## config.mk

```make
export PLATFORM = sky130hd
export DESIGN_NAME = mips_bus_fabric
export DESIGN_NICKNAME = d
export VERILOG_FILES = /design/src/rtl/mips_bus_fabric_pkg.sv /design/src/rtl/mips_bus_fabric_watchdog.sv /design/src/rtl/mips_bus_fabric.sv
export SDC_FILE = /design/constraint.sdc
export NUM_CORES = 1
export LEC_CHECK = 0
export BUFFER_PORTS_ARGS = -buffer_cell sky130_fd_sc_hd__buf_2
export CAP_MARGIN = 0
export CORE_AREA = 2 2 130 132
export DETAILED_ROUTE_END_ITERATION = 7
export DIE_AREA = 0 0 132 134
export PLACE_DENSITY = 0.73
export SLEW_MARGIN = 10
export SYNTH_ARGS = -nofsm -noshare
export SYNTH_HDL_FRONTEND = slang
export SYNTH_SLANG_ARGS = --single-unit
```

## constraint.sdc

```tcl
create_clock -name clk -period 4.7 [get_ports clk]
set_input_delay 0 -clock clk [delete_from_list [all_inputs] [get_ports clk]]
set_output_delay 0 -clock clk [all_outputs]
set_load 0.02 [all_outputs]
```

## src/rtl/mips_bus_fabric_pkg.sv

```systemverilog
// Shared types and helpers for the MIPS memory-mapped bus fabric.
// Optional error-address capture is enabled with MIPS_BUS_ERR_CAPTURE_EN.
package mips_bus_fabric_pkg;

    typedef enum logic [1:0] {
        IDLE,
        ACCESS,
        RESP,
        ERR
    } bus_state_t;

    localparam logic [31:0] BUS_ERR_DATA = 32'hDEAD_BEEF;

    // Width of a counter that must hold 0 .. cycles-1 (at least one bit).
    function automatic int wd_width(input int cycles);
        return (cycles <= 2) ? 1 : $clog2(cycles);
    endfunction

endpackage

```

## src/rtl/mips_bus_fabric_watchdog.sv

```systemverilog
// Saturating wait-state counter for the bus fabric. With TIMEOUT_CYCLES=0 the
// counter never leaves zero and expire stays low.
module bus_watchdog
    import mips_bus_fabric_pkg::*;
#(
    parameter int TIMEOUT_CYCLES = 16
) (
    input  logic clk,
    input  logic rst,
    input  logic clear,
    input  logic count_en,
    output logic expire
);

    localparam int W = wd_width(TIMEOUT_CYCLES);
    localparam logic [W-1:0] LAST = W'((TIMEOUT_CYCLES == 0) ? 0 : TIMEOUT_CYCLES - 1);

    logic [W-1:0] count;
    logic         at_last;

    assign at_last = (count == LAST);
    assign expire  = (TIMEOUT_CYCLES != 0) && at_last;

    always_ff @(posedge clk or posedge rst) begin
        if (rst) begin
            count <= '0;
        end else if (clear) begin
            count <= '0;
        end else if (count_en && !at_last) begin
            count <= count + 1'b1;
        end
    end

endmodule

```

## src/rtl/mips_bus_fabric.sv

```systemverilog
// Memory-mapped interconnect between the MIPS data port and N_SLAVES peripherals.
// Define MIPS_BUS_ERR_CAPTURE_EN to latch the address of the first error response.
module mips_bus_fabric
    import mips_bus_fabric_pkg::*;
#(
    parameter int ADDR_WIDTH     = 32,
    parameter int DATA_WIDTH     = 32,
    parameter int N_SLAVES       = 4,
    parameter int SEL_BITS       = 2,
    parameter int TIMEOUT_CYCLES = 16,
    parameter logic [DATA_WIDTH-1:0] ERR_DATA = DATA_WIDTH'(BUS_ERR_DATA)
) (
    input  logic                           clk,
    input  logic                           rst,
    input  logic                           m_req,
    input  logic [ADDR_WIDTH-1:0]          m_addr,
    input  logic [DATA_WIDTH-1:0]          m_wr_data,
    input  logic                           m_wr_en,
    output logic                           m_ready,
    output logic [DATA_WIDTH-1:0]          m_rd_data,
    output logic                           m_err,
    output logic [N_SLAVES-1:0]            s_sel,
    output logic [ADDR_WIDTH-SEL_BITS-1:0] s_addr,
    output logic [DATA_WIDTH-1:0]          s_wr_data,
    output logic                           s_wr_en,
    input  logic [N_SLAVES-1:0]            s_ready,
    input  logic [N_SLAVES*DATA_WIDTH-1:0] s_rd_data,
    output logic [ADDR_WIDTH-1:0]          err_addr,
    input  logic                           err_clr
);

    localparam int LW = ADDR_WIDTH - SEL_BITS;

    bus_state_t            state;
    logic [SEL_BITS-1:0]   slot_q;
    logic [SEL_BITS-1:0]   req_slot;
    logic                  req_mapped;
    logic [N_SLAVES-1:0]   req_onehot;
    logic                  sel_ready;
    logic [DATA_WIDTH-1:0] sel_rdata;
    logic                  wd_clear;
    logic                  wd_count;
    logic                  wd_expire;

    // Decode the incoming slot and pick out the ready/data of the latched slot;
    // ready from any other slave never reaches the FSM.
    always_comb begin
        req_slot   = m_addr[ADDR_WIDTH-1 -: SEL_BITS];
        req_mapped = (int'(req_slot) < N_SLAVES);
        req_onehot = '0;
        sel_ready  = 1'b0;
        sel_rdata  = '0;
        for (int i = 0; i < N_SLAVES; i++) begin
            if (req_slot == SEL_BITS'(i)) begin
                req_onehot[i] = 1'b1;
            end
            if (slot_q == SEL_BITS'(i)) begin
                sel_ready = s_ready[i];
                sel_rdata = s_rd_data[i*DATA_WIDTH +: DATA_WIDTH];
            end
        end
    end

    assign wd_clear = (state == IDLE);
    assign wd_count = (state == ACCESS) && !sel_ready;

    bus_watchdog #(
        .TIMEOUT_CYCLES(TIMEOUT_CYCLES)
    ) u_watchdog (
        .clk     (clk),
        .rst     (rst),
        .clear   (wd_clear),
        .count_en(wd_count),
        .expire  (wd_expire)
    );

    // Transfer FSM; every master- and slave-facing output is registered here.
    always_ff @(posedge clk or posedge rst) begin
        if (rst) begin
            state     <= IDLE;
            slot_q    <= '0;
            m_ready   <= 1'b0;
            m_rd_data <= '0;
            m_err     <= 1'b0;
            s_sel     <= '0;
            s_addr    <= '0;
            s_wr_data <= '0;
            s_wr_en   <= 1'b0;
        end else begin
            case (state)
                IDLE: begin
                    m_ready <= 1'b0;
                    if (m_req) begin
                        slot_q <= req_slot;
                        if (req_mapped) begin
                            state     <= ACCESS;
                            s_sel     <= req_onehot;
                            s_addr    <= m_addr[LW-1:0];
                            s_wr_data <= m_wr_data;
                            s_wr_en   <= m_wr_en;
                        end else begin
                            state     <= ERR;
                            m_ready   <= 1'b1;
                            m_err     <= 1'b1;
                            m_rd_data <= ERR_DATA;
                        end
                    end
                end
                ACCESS: begin
                    // A slave finishing on the timeout cycle still wins.
                    if (sel_ready || wd_expire) begin
                        state     <= RESP;
                        m_ready   <= 1'b1;
                        m_err     <= !sel_ready;
                        m_rd_data <= !sel_ready ? ERR_DATA : (s_wr_en ? '0 : sel_rdata);
                        s_sel     <= '0;
                        s_addr    <= '0;
                        s_wr_data <= '0;
                        s_wr_en   <= 1'b0;
                    end
                end
                RESP, ERR: begin
                    m_ready <= 1'b0;
                    state   <= IDLE;
                end
                default: begin
                    state <= IDLE;
                end
            endcase
        end
    end

`ifdef MIPS_BUS_ERR_CAPTURE_EN
    logic                  err_event;
    logic [ADDR_WIDTH-1:0] err_event_addr;
    logic                  err_sticky;

    // An error response is decided either on an unmapped request or on a timeout.
    always_comb begin
        err_event      = (state == IDLE && m_req && !req_mapped) ||
                         (state == ACCESS && !sel_ready && wd_expire);
        err_event_addr = (state == IDLE) ? m_addr : {slot_q, s_addr};
    end

    // First error sticks until cleared; a clear coinciding with a new error keeps the new one.
    always_ff @(posedge clk or posedge rst) begin
        if (rst) begin
            err_addr   <= '0;
            err_sticky <= 1'b0;
        end else if (err_event && (!err_sticky || err_clr)) begin
            err_addr   <= err_event_addr;
            err_sticky <= 1'b1;
        end else if (err_clr) begin
            err_addr   <= '0;
            err_sticky <= 1'b0;
        end
    end
`else
    logic unused_err_clr;

    assign unused_err_clr = err_clr;
    assign err_addr       = '0;
`endif

endmodule

```

==> flow_summary.html, run 1 <==
<table>
<tr><th>Metric</th><th>Value</th></tr>
<tr><th colspan="2">Pwr</th></tr>
<tr><td>Reg power frac</td><td>between 30 and 40%</td></tr>
<tr><td>Fraction of power spent switching nets</td><td>between 40% and 50%</td></tr>
<tr><td>Psw</td><td>2246 µW</td></tr>
<tr><td>PD cells</td><td>~600 nW/µm²</td></tr>
<tr><td>Internal power</td><td>around 2700 µW</td></tr>
<tr><td>IR drop worst, VDD</td><td>305.2 µV</td></tr>
<tr><td>Combinational fraction of design power</td><td>between 50 and 60%</td></tr>
<tr><td>Total design power</td><td>just under 5000 µW</td></tr>
<tr><td>Share of total power in the clock network</td><td>15.6%</td></tr>
<tr><td>LEAKAGE</td><td>approximately 0.0040 µW</td></tr>
<tr><th colspan="2">Route</th></tr>
<tr><td>Violation count after the first detailed-routing iteration</td><td>around 440</td></tr>
<tr><td>Number of iterations in the first detailed-routing pass</td><td>5</td></tr>
<tr><td>Antenna violation net count after detailed routing</td><td>0</td></tr>
<tr><td>Detailed-route DRC error count</td><td>0</td></tr>
<tr><td>Total number of vias</td><td>around 5600</td></tr>
<tr><td>WL final</td><td>18730 µm</td></tr>
<tr><td>WL per Instance</td><td>16.71 µm</td></tr>
<tr><td>Vias/cell</td><td>between 4 and 5</td></tr>
<tr><th colspan="2">Setup path</th></tr>
<tr><td>Worst reg-to-reg path cell count</td><td>6</td></tr>
<tr><td>Classification of the worst setup path</td><td>flip-flop to flip-flop</td></tr>
<tr><td>Critical path peak fanout</td><td>32</td></tr>
<tr><td>RR Endpoint</td><td>s_sel[2]</td></tr>
<tr><td>Flop2flop setup slack</td><td>around 1.9 ns</td></tr>
<tr><td>Crit path cell chain</td><td>ha_1 &gt; and3_1 &gt; buf_4 &gt; o21a_2 &gt; o32ai_1 &gt; dlygate4sd3_1</td></tr>
<tr><td>Worst setup SP type</td><td>flip-flop</td></tr>
<tr><td>Kind of end point of the critical path</td><td>flip-flop</td></tr>
<tr><td>Largest stage delay on the critical path</td><td>slightly above 0.7 ns</td></tr>
<tr><td>Slowest cell on crit path</td><td>sky130_fd_sc_hd__o21a_2</td></tr>
<tr><td>Origin of the worst setup path</td><td>u_watchdog.count[0]</td></tr>
<tr><td>Worst Setup EP</td><td>s_sel[2]</td></tr>
<tr><td>Critical Path AT</td><td>3.03 ns</td></tr>
<tr><td>Critical register-to-register path startpoint</td><td>u_watchdog.count[0]</td></tr>
<tr><td>Worst Path Required</td><td>4.93 ns</td></tr>
<tr><th colspan="2">Floorplan</th></tr>
<tr><td>Effective utilization at floorplan</td><td>34.94%</td></tr>
<tr><td>Core ar.</td><td>16290 µm²</td></tr>
<tr><td>Number of standard-cell rows in the floorplan</td><td>47</td></tr>
<tr><td># IOs</td><td>about 330</td></tr>
<tr><td>Die boundary height</td><td>between 100 and 150 µm</td></tr>
<tr><td>Total Die Area</td><td>17690 µm²</td></tr>
<tr><td>Die X</td><td>~130 µm</td></tr>
<tr><th colspan="2">Timing</th></tr>
<tr><td>Share of the cycle needed by the critical path after routing</td><td>59.40%</td></tr>
<tr><td>Hold violation total from the final report</td><td>0</td></tr>
<tr><td>Final critical path time including I/O delays and setup</td><td>~2.8 ns</td></tr>
<tr><td>Smallest setup slack after layout</td><td>1.908 ns</td></tr>
<tr><td>Setup-failing EPs final</td><td>0</td></tr>
<tr><td>Final max-slew violation count</td><td>0</td></tr>
<tr><td>Unrepaired setup endpoints after global routing</td><td>false</td></tr>
<tr><td>Max-slew headroom at the worst pin</td><td>between 20% and 30%</td></tr>
<tr><td>Worst-Margin Slew</td><td>about 1.1 ns</td></tr>
<tr><td>F_max</td><td>around 0.36 GHz</td></tr>
<tr><td>Final setup TNS</td><td>0 ns</td></tr>
<tr><td>Setup clock skew after layout</td><td>0.007639 ns</td></tr>
<tr><th colspan="2">GRT</th></tr>
<tr><td>First-pass GRT wire length</td><td>28930 µm</td></tr>
<tr><td>Initial antenna violation count</td><td>0</td></tr>
<tr><td>GRT Util Overall</td><td>20.78%</td></tr>
<tr><td>Aggregate global routing overflow</td><td>0</td></tr>
<tr><td>Pin count of the biggest net entering global routing</td><td>roughly 70</td></tr>
<tr><td>Number of global-route vias before repair</td><td>roughly 5500</td></tr>
<tr><th colspan="2">Placed design</th></tr>
<tr><td>Post-detailed-placement cell area</td><td>between 7000 and 8000 µm²</td></tr>
<tr><td>Final Wtd Congestion</td><td>0.7829</td></tr>
<tr><td>Pre-CTS worst setup slack</td><td>2.028 ns</td></tr>
<tr><td>Instance count after placement with tap cells included</td><td>1037</td></tr>
<tr><td>Count of buffers from port buffering</td><td>300</td></tr>
<tr><td>Detailed placer's ending HPWL</td><td>about 13000 µm</td></tr>
<tr><th colspan="2">Min path</th></tr>
<tr><td>Type of the tightest min-delay check</td><td>input pin to flip-flop</td></tr>
<tr><th colspan="2">Yosys</th></tr>
<tr><td>Main combinational cell family by area after synthesis</td><td>simple AND/OR/NAND/NOR gates</td></tr>
<tr><td>Number of library cell types mapped by synthesis</td><td>34</td></tr>
<tr><td>Seq/Total Area, Yosys</td><td>47.92%</td></tr>
<tr><td>Synth Area in Adders</td><td>less than 1%</td></tr>
<tr><td>Parity-gate share of the synthesized area counting xor and xnor cells</td><td>0%</td></tr>
<tr><td>Post-Syn Instances</td><td>roughly 560</td></tr>
<tr><td>#FFs+latches synth</td><td>roughly 110</td></tr>
<tr><td>Post-Synthesis Cell Area</td><td>around 5700 µm²</td></tr>
<tr><td>Yosys warning count</td><td>0</td></tr>
<tr><td>Area fraction in compound gates after synthesis</td><td>about 14%</td></tr>
<tr><td>Proportion of synthesized area in mux cells</td><td>approximately an eighth</td></tr>
<tr><td>Average instance area after synthesis</td><td>10.15 µm²</td></tr>
<tr><td>Post-Synth Simple-Gate Area</td><td>between 15 and 20%</td></tr>
<tr><th colspan="2">CTS</th></tr>
<tr><td>Clock transition at the register clock pins on the worst setup and hold paths after CTS</td><td>~0.08 ns</td></tr>
<tr><td>Buffers inserted by post-CTS timing repair</td><td>0</td></tr>
<tr><td>Clock latency reported for the late side of the worst-skew pair</td><td>0.35 ns</td></tr>
<tr><td>Clock Sink Count</td><td>109</td></tr>
<tr><td>Number of H-tree branching levels</td><td>3</td></tr>
<tr><td>CTS tree</td><td>built</td></tr>
<tr><td>CTS root buf</td><td>sky130_fd_sc_hd__clkbuf_16</td></tr>
<tr><td>Clock buffers created by TritonCTS</td><td>9</td></tr>
<tr><td>Maximum clock insertion buffer count</td><td>2</td></tr>
<tr><th colspan="2">Cells and area</th></tr>
<tr><td>Post-route cell area</td><td>8188 µm²</td></tr>
<tr><td>Layout cell share with drive strength beyond 1</td><td>42.51%</td></tr>
<tr><td>Layout overhead on the synthesized area</td><td>43.86%</td></tr>
<tr><td>Non-filler instance count after layout</td><td>around 1100</td></tr>
<tr><td>Diodes inserted</td><td>0</td></tr>
<tr><td>Final net count</td><td>roughly 1100</td></tr>
<tr><th colspan="2">Run status</th></tr>
<tr><td>Result of the run</td><td>completed</td></tr>
<tr><th colspan="2">Job</th></tr>
<tr><td>Number of violations of the max-capacitance limit</td><td>0</td></tr>
</table>
cell type report:
| cell class | count | area (µm²) |
|---|---|---|
| fillers | 1493 | 8102 |
| flip-flops and latches | 109 | 2729 |
| multi-input cells | 397 | 2616 |
| repair buffers | 378 | 2257 |
| well taps | 220 | 275.3 |
| clock buffers | 9 | 225.2 |
| clock inverters | 7 | 78.83 |
| inverters | 1 | 6.256 |
power by group through the flow:
stage / Combinational [µW] / Sequential (µW) / Clock [µW]
global route: 2750 / 1650 / 833
floorplan: 1330 / 2000 / 0
detailed placement: 2490 / 1600 / 0
CTS: 2540 / 1590 / 797
global placement: 2450 / 1600 / 0
finish: 2540 / 1600 / 767
repair_timing:
| item | 4_1_cts | 5_1_grt |
|---|---|---|
| endpoints found under the hold margin | 139 | 0 |
| resized for setup | 0 | 0 |
| hold buffers | 68 | 0 |
Yosys cell counts:
master	n	area, µm²
sky130_fd_sc_hd__a21bo_2	1	10.01
sky130_fd_sc_hd__a21oi_1	25	125.1
sky130_fd_sc_hd__a31o_2	1	8.760
sky130_fd_sc_hd__and2_1	1	6.260
sky130_fd_sc_hd__and3_1	1	6.260
sky130_fd_sc_hd__buf_1	5	18.77
sky130_fd_sc_hd__buf_2	4	20.02
sky130_fd_sc_hd__buf_4	32	240.2
sky130_fd_sc_hd__buf_6	4	45.04
sky130_fd_sc_hd__clkbuf_1	40	150.1
sky130_fd_sc_hd__conb_1	1	3.750
sky130_fd_sc_hd__dfrtp_1	109	2728
sky130_fd_sc_hd__ha_1	1	12.51
sky130_fd_sc_hd__inv_1	1	3.750
sky130_fd_sc_hd__mux4_2	33	743.2
sky130_fd_sc_hd__nand2_1	140	525.5
sky130_fd_sc_hd__nand2b_1	3	18.77
sky130_fd_sc_hd__nand3_1	2	10.01
sky130_fd_sc_hd__nand3b_1	1	7.510
sky130_fd_sc_hd__nand4b_1	32	280.3
sky130_fd_sc_hd__nor2_1	1	3.750
sky130_fd_sc_hd__nor2b_1	1	6.260
sky130_fd_sc_hd__nor3_1	1	5.000
sky130_fd_sc_hd__nor3b_1	2	15.01
sky130_fd_sc_hd__o211ai_1	2	15.01
sky130_fd_sc_hd__o21a_1	2	15.01
sky130_fd_sc_hd__o21ai_0	89	445.4
sky130_fd_sc_hd__o21ai_2	15	131.4
sky130_fd_sc_hd__o22a_1	2	17.52
sky130_fd_sc_hd__o22ai_1	2	12.51
sky130_fd_sc_hd__o31a_1	2	17.52
sky130_fd_sc_hd__o32ai_1	2	17.52
sky130_fd_sc_hd__o41ai_1	1	8.760
sky130_fd_sc_hd__or3b_2	2	17.52
registers in the layout (all words and copies together), names as in the netlist, 2 cells and up:
register	cells
state	2
m_rd_data	32
s_sel	4
s_addr	30
slot_q	2
s_wr_data	32
u_watchdog.count	4
layer usage:
layer / track usage [%] / vias to the layer above / part of all wire, %
met3: 4.573 / 49 / 5.7
met5: 0 / - / 0
met2: 35.01 / 240 / 51
met1: 25.99 / 2729 / 40
li1: - / 2585 / -
met4: 8.635 / 0 / 3.4
cells in the final DEF (no fill, tap or decap), types with 2 or more instances in the layout:
| cell | Yosys | final |
|---|---|---|
| sky130_fd_sc_hd__conb_1 | 1 | 32 |
| sky130_fd_sc_hd__o22ai_1 | 2 | 2 |
| sky130_fd_sc_hd__o22a_1 | 2 | 2 |
| sky130_fd_sc_hd__a21oi_1 | 25 | 25 |
| sky130_fd_sc_hd__clkbuf_16 | 0 | 9 |
| sky130_fd_sc_hd__nand2b_1 | 3 | 3 |
| sky130_fd_sc_hd__o21ai_0 | 89 | 89 |
| sky130_fd_sc_hd__mux4_2 | 33 | 33 |
| sky130_fd_sc_hd__dlygate4sd3_1 | 0 | 68 |
| sky130_fd_sc_hd__dfrtp_1 | 109 | 108 |
| sky130_fd_sc_hd__o211ai_1 | 2 | 2 |
| sky130_fd_sc_hd__nand2_1 | 140 | 140 |
| sky130_fd_sc_hd__o32ai_1 | 2 | 2 |
| sky130_fd_sc_hd__o31a_1 | 2 | 2 |
| sky130_fd_sc_hd__inv_6 | 0 | 4 |
| sky130_fd_sc_hd__nand3_1 | 2 | 2 |
| sky130_fd_sc_hd__nand4b_1 | 32 | 32 |
| sky130_fd_sc_hd__buf_4 | 32 | 10 |
| sky130_fd_sc_hd__or3b_2 | 2 | 2 |
| sky130_fd_sc_hd__clkinv_8 | 0 | 2 |
| sky130_fd_sc_hd__o21ai_2 | 15 | 15 |
| sky130_fd_sc_hd__buf_2 | 4 | 300 |
critical path, delay by kind of cell, from the launching register on:
family	cells	cell delay, ns
flops	1	0.41
fa+ha+maj	1	0.25
compound gates	2	0.91
simple gates	1	0.17
buf+inv	2	0.91
stage by stage:
stage          hold WS [ns]  util [%]
6_report             0.1294     50.27
5_1_grt              0.1416     50.27
4_1_cts              0.1077     50.27
3_5_place_dp         0.2068     44.22
3_3_place_gp         0.2022     44.22
2_1_floorplan        0.1054         -
kinds of logic (layout without fill, tap and decap cells):
logic type | after synthesis | in the layout
mux | 33 | 33
compound gates | 144 | 144
other cells | 1 | 32
buf+inv | 86 | 395
flops | 109 | 109
fa+ha+maj | 1 | 1
simple gates | 187 | 187
how the worst min path moves through the flow:
| stage | end | start | cells after the start |
|---|---|---|---|
| 4_1_cts | m_rd_data[25] | s_rd_data[25] | 4 |
| 3_5_place_dp | s_wr_data[13] | m_wr_data[13] | 3 |
| 5_1_grt | m_rd_data[19] | s_rd_data[115] | 4 |
| 3_3_place_gp | s_addr[1] | m_addr[1] | 3 |
| 6_report | m_rd_data[25] | s_rd_data[25] | 4 |
| 2_1_floorplan | slot_q[0] | m_addr[30] | 2 |
(Power assumes the default switching activity.)
==> run 2: changes to the inputs <==
--- a/config.mk
+++ b/config.mk
@@ -10,7 +10,7 @@
 export CORE_AREA = 2 2 130 132
 export DETAILED_ROUTE_END_ITERATION = 7
 export DIE_AREA = 0 0 132 134
-export PLACE_DENSITY = 0.73
+export PLACE_DENSITY = 0.75
 export SLEW_MARGIN = 10
 export SYNTH_ARGS = -nofsm -noshare
 export SYNTH_HDL_FRONTEND = slang
==> constraint.sdc (replaced) <==
create_clock -name clk -period 2.3 [get_ports clk]
set_input_delay 0 -clock clk [delete_from_list [all_inputs] [get_ports clk]]
set_output_delay 0 -clock clk [all_outputs]
set_load 0.02 [all_outputs]
==> flow_summary.html, run 2 (synthesis results as in run 1) <==
<table>
<tr><th>Metric</th><th>Value</th></tr>
<tr><th colspan="2">Timing</th></tr>
<tr><td>Final setup TNS</td><td>0 ns</td></tr>
<tr><td>Setup clock skew after layout</td><td>roughly 0.02 ns</td></tr>
<tr><td>Final worst hold slack</td><td>around 0.12 ns</td></tr>
<tr><td>Share of the cycle needed by the critical path after routing</td><td>89.93%</td></tr>
<tr><td>Unrepaired setup endpoints after global routing</td><td>false</td></tr>
<tr><td>F_max</td><td>roughly 0.48 GHz</td></tr>
<tr><td>Max-slew headroom at the worst pin</td><td>29.01%</td></tr>
<tr><td>Worst-Margin Slew</td><td>~1.1 ns</td></tr>
<tr><td>Hold violation total from the final report</td><td>0</td></tr>
<tr><td>Final critical path time including I/O delays and setup</td><td>approximately 2.1 ns</td></tr>
<tr><td>Final max-slew violation count</td><td>0</td></tr>
<tr><td>Setup-failing EPs final</td><td>0</td></tr>
<tr><th colspan="2">GRT</th></tr>
<tr><td>Initial antenna violation count</td><td>0</td></tr>
<tr><td>Pin count of the biggest net entering global routing</td><td>110</td></tr>
<tr><td>First-pass GRT wire length</td><td>29310 µm</td></tr>
<tr><td>GRT Util Overall</td><td>20.69%</td></tr>
<tr><td>Number of global-route vias before repair</td><td>5653</td></tr>
<tr><td>Aggregate global routing overflow</td><td>0</td></tr>
<tr><th colspan="2">CTS</th></tr>
<tr><td>CTS tree</td><td>built</td></tr>
<tr><td>CTS root buf</td><td>sky130_fd_sc_hd__clkbuf_16</td></tr>
<tr><td>Clock Sink Count</td><td>roughly 110</td></tr>
<tr><td>Number of H-tree branching levels</td><td>3</td></tr>
<tr><td>Clock buffers created by TritonCTS</td><td>9</td></tr>
<tr><td>Clock transition at the register clock pins on the worst setup and hold paths after CTS</td><td>~0.08 ns</td></tr>
<tr><td>Clock latency reported for the late side of the worst-skew pair</td><td>between 0.3 and 0.4 ns</td></tr>
<tr><td>Count of cells resized by post-cts repair</td><td>0</td></tr>
<tr><td>Maximum clock insertion buffer count</td><td>2</td></tr>
<tr><th colspan="2">Min path</th></tr>
<tr><td>Number of cells on the worst hold path</td><td>4</td></tr>
<tr><td>Type of the tightest min-delay check</td><td>input pin to flip-flop</td></tr>
<tr><td>Worst hold endpoint</td><td>m_rd_data[30]</td></tr>
<tr><td>Hold path startpoint</td><td>s_rd_data[126]</td></tr>
<tr><th colspan="2">Cells and area</th></tr>
<tr><td>Most frequent standard cell in the layout excluding fill and tap cells</td><td>sky130_fd_sc_hd__buf_2</td></tr>
<tr><td>Final net count</td><td>~1100</td></tr>
<tr><td>Reg area</td><td>2729 µm²</td></tr>
<tr><td>Multi-input logic area</td><td>around 2600 µm²</td></tr>
<tr><td>Commonest cells after routing, fill and taps aside</td><td>sky130_fd_sc_hd__buf_2 (300), sky130_fd_sc_hd__nand2_1 (140), sky130_fd_sc_hd__dfrtp_1 (108)</td></tr>
<tr><td>Top Registers</td><td>m_rd_data (32), s_wr_data (32), s_addr (30)</td></tr>
<tr><td>Fillcell total</td><td>between 1000 and 1500</td></tr>
<tr><td>Layout cell share with drive strength beyond 1</td><td>42.62%</td></tr>
<tr><td>Non-filler instance count after layout</td><td>between 1000 and 1500</td></tr>
<tr><td>Diodes inserted</td><td>0</td></tr>
<tr><td>Layout overhead on the synthesized area</td><td>44.49%</td></tr>
<tr><th colspan="2">Route</th></tr>
<tr><td>Number of iterations in the first detailed-routing pass</td><td>5</td></tr>
<tr><td>WL per Instance</td><td>16.70 µm</td></tr>
<tr><td>Antenna violation net count after detailed routing</td><td>0</td></tr>
<tr><td>WL final</td><td>about 19000 µm</td></tr>
<tr><td>Detailed-route DRC error count</td><td>0</td></tr>
<tr><td>Total number of vias</td><td>approximately 5700</td></tr>
<tr><td>Vias/cell</td><td>5.060</td></tr>
<tr><td>Violation count after the first detailed-routing iteration</td><td>roughly 490</td></tr>
<tr><th colspan="2">Floorplan</th></tr>
<tr><td>Total Die Area</td><td>between 15000 and 20000 µm²</td></tr>
<tr><td>Die X</td><td>around 130 µm</td></tr>
<tr><td>Effective utilization at floorplan</td><td>approximately a third</td></tr>
<tr><td># IOs</td><td>around 330</td></tr>
<tr><td>Number of standard-cell rows in the floorplan</td><td>47</td></tr>
<tr><td>Die boundary height</td><td>about 130 µm</td></tr>
<tr><td>Core ar.</td><td>16290 µm²</td></tr>
<tr><th colspan="2">Placed design</th></tr>
<tr><td>Final Wtd Congestion</td><td>0.8063</td></tr>
<tr><td>Count of buffers from port buffering</td><td>300</td></tr>
<tr><td>Detailed placer's ending HPWL</td><td>~13000 µm</td></tr>
<tr><td>Instance count after placement with tap cells included</td><td>a little over 1000</td></tr>
<tr><th colspan="2">Setup path</th></tr>
<tr><td>Kind of end point of the critical path</td><td>flip-flop</td></tr>
<tr><td>Worst Path Required</td><td>approximately 2.5 ns</td></tr>
<tr><td>Critical Path AT</td><td>roughly 2.3 ns</td></tr>
<tr><td>Flop2flop setup slack</td><td>about 0.23 ns</td></tr>
<tr><td>RR Endpoint</td><td>m_rd_data[31]</td></tr>
<tr><td>Worst setup SP type</td><td>flip-flop</td></tr>
<tr><td>Classification of the worst setup path</td><td>flip-flop to flip-flop</td></tr>
<tr><td>Critical path peak fanout</td><td>33</td></tr>
<tr><td>Worst reg-to-reg path cell count</td><td>3</td></tr>
<tr><td>Critical register-to-register path startpoint</td><td>slot_q[0]</td></tr>
<tr><th colspan="2">Run status</th></tr>
<tr><td>Result of the run</td><td>completed</td></tr>
<tr><th colspan="2">Pwr</th></tr>
<tr><td>LEAKAGE</td><td>roughly 0.004 µW</td></tr>
<tr><td>IR drop worst, VDD</td><td>around 570 µV</td></tr>
<tr><td>PD cells</td><td>around 1200 nW/µm²</td></tr>
<tr><td>Total design power</td><td>approximately 10000 µW</td></tr>
<tr><th colspan="2">Job</th></tr>
<tr><td>Number of violations of the max-capacitance limit</td><td>0</td></tr>
</table>
-- run 2: cell count changes in the layout (fill, tap and decap cells not counted), sizes merged --
cell and delta:
dlygate4sd3 -1, clkinv +2, clkinvlp +1, buf +1
inv -3
-- run 2: timing repair --
item                                   4_1_cts  5_1_grt
setup endpoints to repair                    0        0
hold buffers                                67        0
endpoints found under the hold margin      178        0
setup buffers                                0        0
-- run 2: worst max-delay path by stage --
stage                   start  slack [ns]                   to  depth (start not counted)
finish              slot_q[0]        0.23        m_rd_data[31]                          3
CTS                 slot_q[0]        0.20        m_rd_data[31]                          3
floorplan           slot_q[0]        0.58  u_watchdog.count[2]                          5
global placement    slot_q[0]        0.32         m_rd_data[3]                          3
global route        slot_q[0]        0.07        m_rd_data[12]                          3
detailed placement  slot_q[0]        0.21        m_rd_data[31]                          3
-- run 2: power breakdown --
group | switching (µW) | internal [µW] | total, µW
sequential | 518 | 2730 | 3250
combinational | 3290 | 1970 | 5260
clock | 800 | 775 | 1570
-- run 2: metal layers --
metal	global-route usage (%)	routed length (µm)	share of wire [%]	vias up
met4	9.601	601	3.2	0
li1	-	-	-	2592
met5	0	0	0	-
met3	3.817	949	5.1	48
met1	26.42	7443	40	2787
met2	34.29	9725	52	245
-- run 2: metrics by stage --
step / setup slack, ns / instance area (µm²) / util, %
6_report: 0.2316 / 8224 / 50.49
4_1_cts: 0.2028 / 8224 / 50.49
3_3_place_gp: 0.3201 / 7249 / 44.50
5_1_grt: 0.06519 / 8224 / 50.49
3_5_place_dp: 0.2108 / 7249 / 44.50
2_1_floorplan: 0.5814 / 5812 / -
-- run 2: critical path, stage by stage, from the launching register on --
cell                      delay, ns
sky130_fd_sc_hd__dfrtp_2       0.41
sky130_fd_sc_hd__mux4_2        0.38
sky130_fd_sc_hd__and2_1        0.84
sky130_fd_sc_hd__o21ai_0       0.26
-- run 2: cell type report --
| class | instances | area share, % |
|---|---|---|
| clock buffers | 9 | 2.738 |
| clock inverters | 7 | 0.9585 |
| inverters | 1 | 0.09128 |
| multi-input cells | 397 | 31.81 |
| flip-flops and latches | 109 | 33.18 |
| well taps | 220 | 3.347 |
| repair buffers | 378 | 27.87 |
==> run 3: changes to the inputs <==
--- a/config.mk
+++ b/config.mk
@@ -5,12 +5,12 @@
 export SDC_FILE = /design/constraint.sdc
 export NUM_CORES = 1
 export LEC_CHECK = 0
-export BUFFER_PORTS_ARGS = -buffer_cell sky130_fd_sc_hd__buf_2
 export CAP_MARGIN = 0
 export CORE_AREA = 2 2 130 132
 export DETAILED_ROUTE_END_ITERATION = 7
 export DIE_AREA = 0 0 132 134
-export PLACE_DENSITY = 0.75
+export DONT_BUFFER_PORTS = 1
+export PLACE_DENSITY = 0.57
 export SLEW_MARGIN = 10
 export SYNTH_ARGS = -nofsm -noshare
 export SYNTH_HDL_FRONTEND = slang
==> flow_summary.html, run 3 (synthesis results as in run 1) <==
<table>
<tr><th>Metric</th><th>Value</th></tr>
<tr><th colspan="2">Run status</th></tr>
<tr><td>Result of the run</td><td>completed</td></tr>
<tr><th colspan="2">Floorplan</th></tr>
<tr><td>Effective utilization at floorplan</td><td>around a third</td></tr>
<tr><td>Die X</td><td>around 130 µm</td></tr>
<tr><td>Core ar.</td><td>around 16000 µm²</td></tr>
<tr><td>Number of standard-cell rows in the floorplan</td><td>47</td></tr>
<tr><td>Total Die Area</td><td>17690 µm²</td></tr>
<tr><td># IOs</td><td>about 330</td></tr>
<tr><td>Die boundary height</td><td>134 µm</td></tr>
<tr><th colspan="2">Timing</th></tr>
<tr><td>Setup-failing EPs final</td><td>0</td></tr>
<tr><td>Max-slew headroom at the worst pin</td><td>between 30% and 40%</td></tr>
<tr><td>Final max-slew violation count</td><td>0</td></tr>
<tr><td>Worst-Margin Slew</td><td>1.012 ns</td></tr>
<tr><td>Final critical path time including I/O delays and setup</td><td>roughly 2.0 ns</td></tr>
<tr><td>F_max</td><td>approximately 0.5 GHz</td></tr>
<tr><td>Hold violation total from the final report</td><td>0</td></tr>
<tr><td>Unrepaired setup endpoints after global routing</td><td>false</td></tr>
<tr><td>Share of the cycle needed by the critical path after routing</td><td>between 80 and 90%</td></tr>
<tr><td>Final setup TNS</td><td>0 ns</td></tr>
<tr><td>Setup clock skew after layout</td><td>between 0.008 and 0.009 ns</td></tr>
<tr><th colspan="2">Route</th></tr>
<tr><td>Violation count after the first detailed-routing iteration</td><td>~180</td></tr>
<tr><td>Detailed-route DRC error count</td><td>0</td></tr>
<tr><td>Total number of vias</td><td>about 4600</td></tr>
<tr><td>Number of iterations in the first detailed-routing pass</td><td>5</td></tr>
<tr><td>Antenna violation net count after detailed routing</td><td>0</td></tr>
<tr><td>WL final</td><td>17640 µm</td></tr>
<tr><td>Vias/cell</td><td>5.516</td></tr>
<tr><td>WL per Instance</td><td>around 21 µm</td></tr>
<tr><th colspan="2">GRT</th></tr>
<tr><td>Initial antenna violation count</td><td>2</td></tr>
<tr><td>Number of global-route vias before repair</td><td>about 4500</td></tr>
<tr><td>Top Usage Layer GRT</td><td>met2</td></tr>
<tr><td>Met1 routing resource usage after global routing</td><td>21.84%</td></tr>
<tr><td>Aggregate global routing overflow</td><td>0</td></tr>
<tr><td>Met3 Resource Use GR</td><td>around 6.1%</td></tr>
<tr><td>Pin count of the biggest net entering global routing</td><td>about 70</td></tr>
<tr><td>First-pass GRT wire length</td><td>approximately 26000 µm</td></tr>
<tr><td>Met2 GRT Util</td><td>~34%</td></tr>
<tr><td>GRT Util Overall</td><td>between 10% and 20%</td></tr>
<tr><th colspan="2">Cells and area</th></tr>
<tr><td>Post-route cell area</td><td>between 6000 and 7000 µm²</td></tr>
<tr><td>Top Registers</td><td>m_rd_data (32), s_wr_data (32), s_addr (30)</td></tr>
<tr><td>Most frequent standard cell in the layout excluding fill and tap cells</td><td>sky130_fd_sc_hd__nand2_1</td></tr>
<tr><td>Layout cell share with drive strength beyond 1</td><td>between 10 and 15%</td></tr>
<tr><td>Layout overhead on the synthesized area</td><td>18.11%</td></tr>
<tr><td>Commonest cells after routing, fill and taps aside</td><td>sky130_fd_sc_hd__nand2_1 (140), sky130_fd_sc_hd__dfrtp_1 (108), sky130_fd_sc_hd__o21ai_0 (89)</td></tr>
<tr><td>Final design utilization</td><td>41.27%</td></tr>
<tr><td>Final net count</td><td>800</td></tr>
<tr><td>Fillcell total</td><td>about 1600</td></tr>
<tr><th colspan="2">Setup path</th></tr>
<tr><td>Combined buffer and inverter count along the critical path</td><td>0</td></tr>
<tr><td>Worst setup SP type</td><td>flip-flop</td></tr>
<tr><td>Crit path cell chain</td><td>mux4_2 &gt; and2_1 &gt; o21ai_0</td></tr>
<tr><td>Critical Path AT</td><td>between 2 and 2.5 ns</td></tr>
<tr><td>Classification of the worst setup path</td><td>flip-flop to flip-flop</td></tr>
<tr><td>Kind of end point of the critical path</td><td>flip-flop</td></tr>
<tr><td>Slowest cell on crit path</td><td>sky130_fd_sc_hd__and2_1</td></tr>
<tr><td>Largest delay contributor family on the critical path</td><td>simple AND/OR/NAND/NOR gates</td></tr>
<tr><td>Critical path peak fanout</td><td>33</td></tr>
<tr><td>Largest stage delay on the critical path</td><td>~0.8 ns</td></tr>
<tr><td>Worst Path Required</td><td>roughly 2.5 ns</td></tr>
<tr><td>Flop2flop setup slack</td><td>about 0.26 ns</td></tr>
<tr><th colspan="2">Pwr</th></tr>
<tr><td>PD cells</td><td>approximately 1400 nW/µm²</td></tr>
<tr><td>IR drop worst, VDD</td><td>~540 µV</td></tr>
<tr><td>LEAKAGE</td><td>roughly 0.0028 µW</td></tr>
<tr><td>Total design power</td><td>between 9000 and 10000 µW</td></tr>
<tr><th colspan="2">CTS</th></tr>
<tr><td>Clock transition at the register clock pins on the worst setup and hold paths after CTS</td><td>0.08 ns</td></tr>
<tr><td>Clock buffers created by TritonCTS</td><td>9</td></tr>
<tr><td>Clock Sink Count</td><td>109</td></tr>
<tr><td>Clock latency reported for the late side of the worst-skew pair</td><td>0.35 ns</td></tr>
<tr><td>Number of H-tree branching levels</td><td>3</td></tr>
<tr><td>Maximum clock insertion buffer count</td><td>2</td></tr>
<tr><td>Buffers inserted by post-CTS timing repair</td><td>0</td></tr>
<tr><td>CTS root buf</td><td>sky130_fd_sc_hd__clkbuf_16</td></tr>
<tr><td>CTS tree</td><td>built</td></tr>
<tr><th colspan="2">Placed design</th></tr>
<tr><td>Count of buffers from port buffering</td><td>0</td></tr>
<tr><td>Post-detailed-placement cell area</td><td>5763 µm²</td></tr>
<tr><td>Final Wtd Congestion</td><td>approximately 0.8</td></tr>
<tr><td>Detailed placer's ending HPWL</td><td>around 12000 µm</td></tr>
<tr><th colspan="2">Min path</th></tr>
<tr><td>Type of the tightest min-delay check</td><td>input pin to flip-flop</td></tr>
<tr><th colspan="2">Job</th></tr>
<tr><td>Number of violations of the max-capacitance limit</td><td>0</td></tr>
</table>
[run 3: what timing repair did]
action	CTS	global route
endpoints found under the hold margin	94	0
resized for setup	0	0
hold buffers	67	0
[run 3: metal layers]
metal | up-vias | wire, µm
li1 | 1994 | -
met1 | 2245 | 6451
met2 | 295 | 9154
met3 | 22 | 1689
met4 | 0 | 344
met5 | - | 0
[run 3: path summary, 6_finish.rpt]
check                               startpoint             endpoint  cells after the start
max                                  slot_q[0]         m_rd_data[9]                      3
min in group asynchronous                  rst        m_rd_data[18]                      2
min                                      m_req             state[0]                      2
max reg2reg                          slot_q[0]         m_rd_data[9]                      3
max in group asynchronous                  rst            slot_q[0]                      3
min reg2reg                u_watchdog.count[3]  u_watchdog.count[3]                      1
[run 3: final cells by class]
cell class | instances | area, µm² | area share, %
sequential | 109 | 2729 | 40.59
multi-input combinational | 397 | 2616 | 38.92
timing repair buffer | 80 | 805.8 | 11.99
tap | 220 | 275.3 | 4.095
clock buffer | 9 | 225.2 | 3.350
clock inverter | 7 | 56.30 | 0.8375
inverter | 1 | 7.507 | 0.1117
antenna | 3 | 7.507 | 0.1117
[run 3: report_power, final]
part	internal, µW	switching, µW	total (µW)
sequential	2730	1670	4390
combinational	1360	1940	3300
clock	752	764	1520
[run 3: per-stage QoR]
stage          hold slack (ns)  setup slack, ns  cells
4_1_cts                0.03033           0.2443    823
5_1_grt                0.04865          0.07422    826
6_report               0.05134           0.2650    826
3_5_place_dp         -0.009165           0.2449    740
3_3_place_gp          -0.02155           0.3111    740
2_1_floorplan           0.1054           0.5814    592
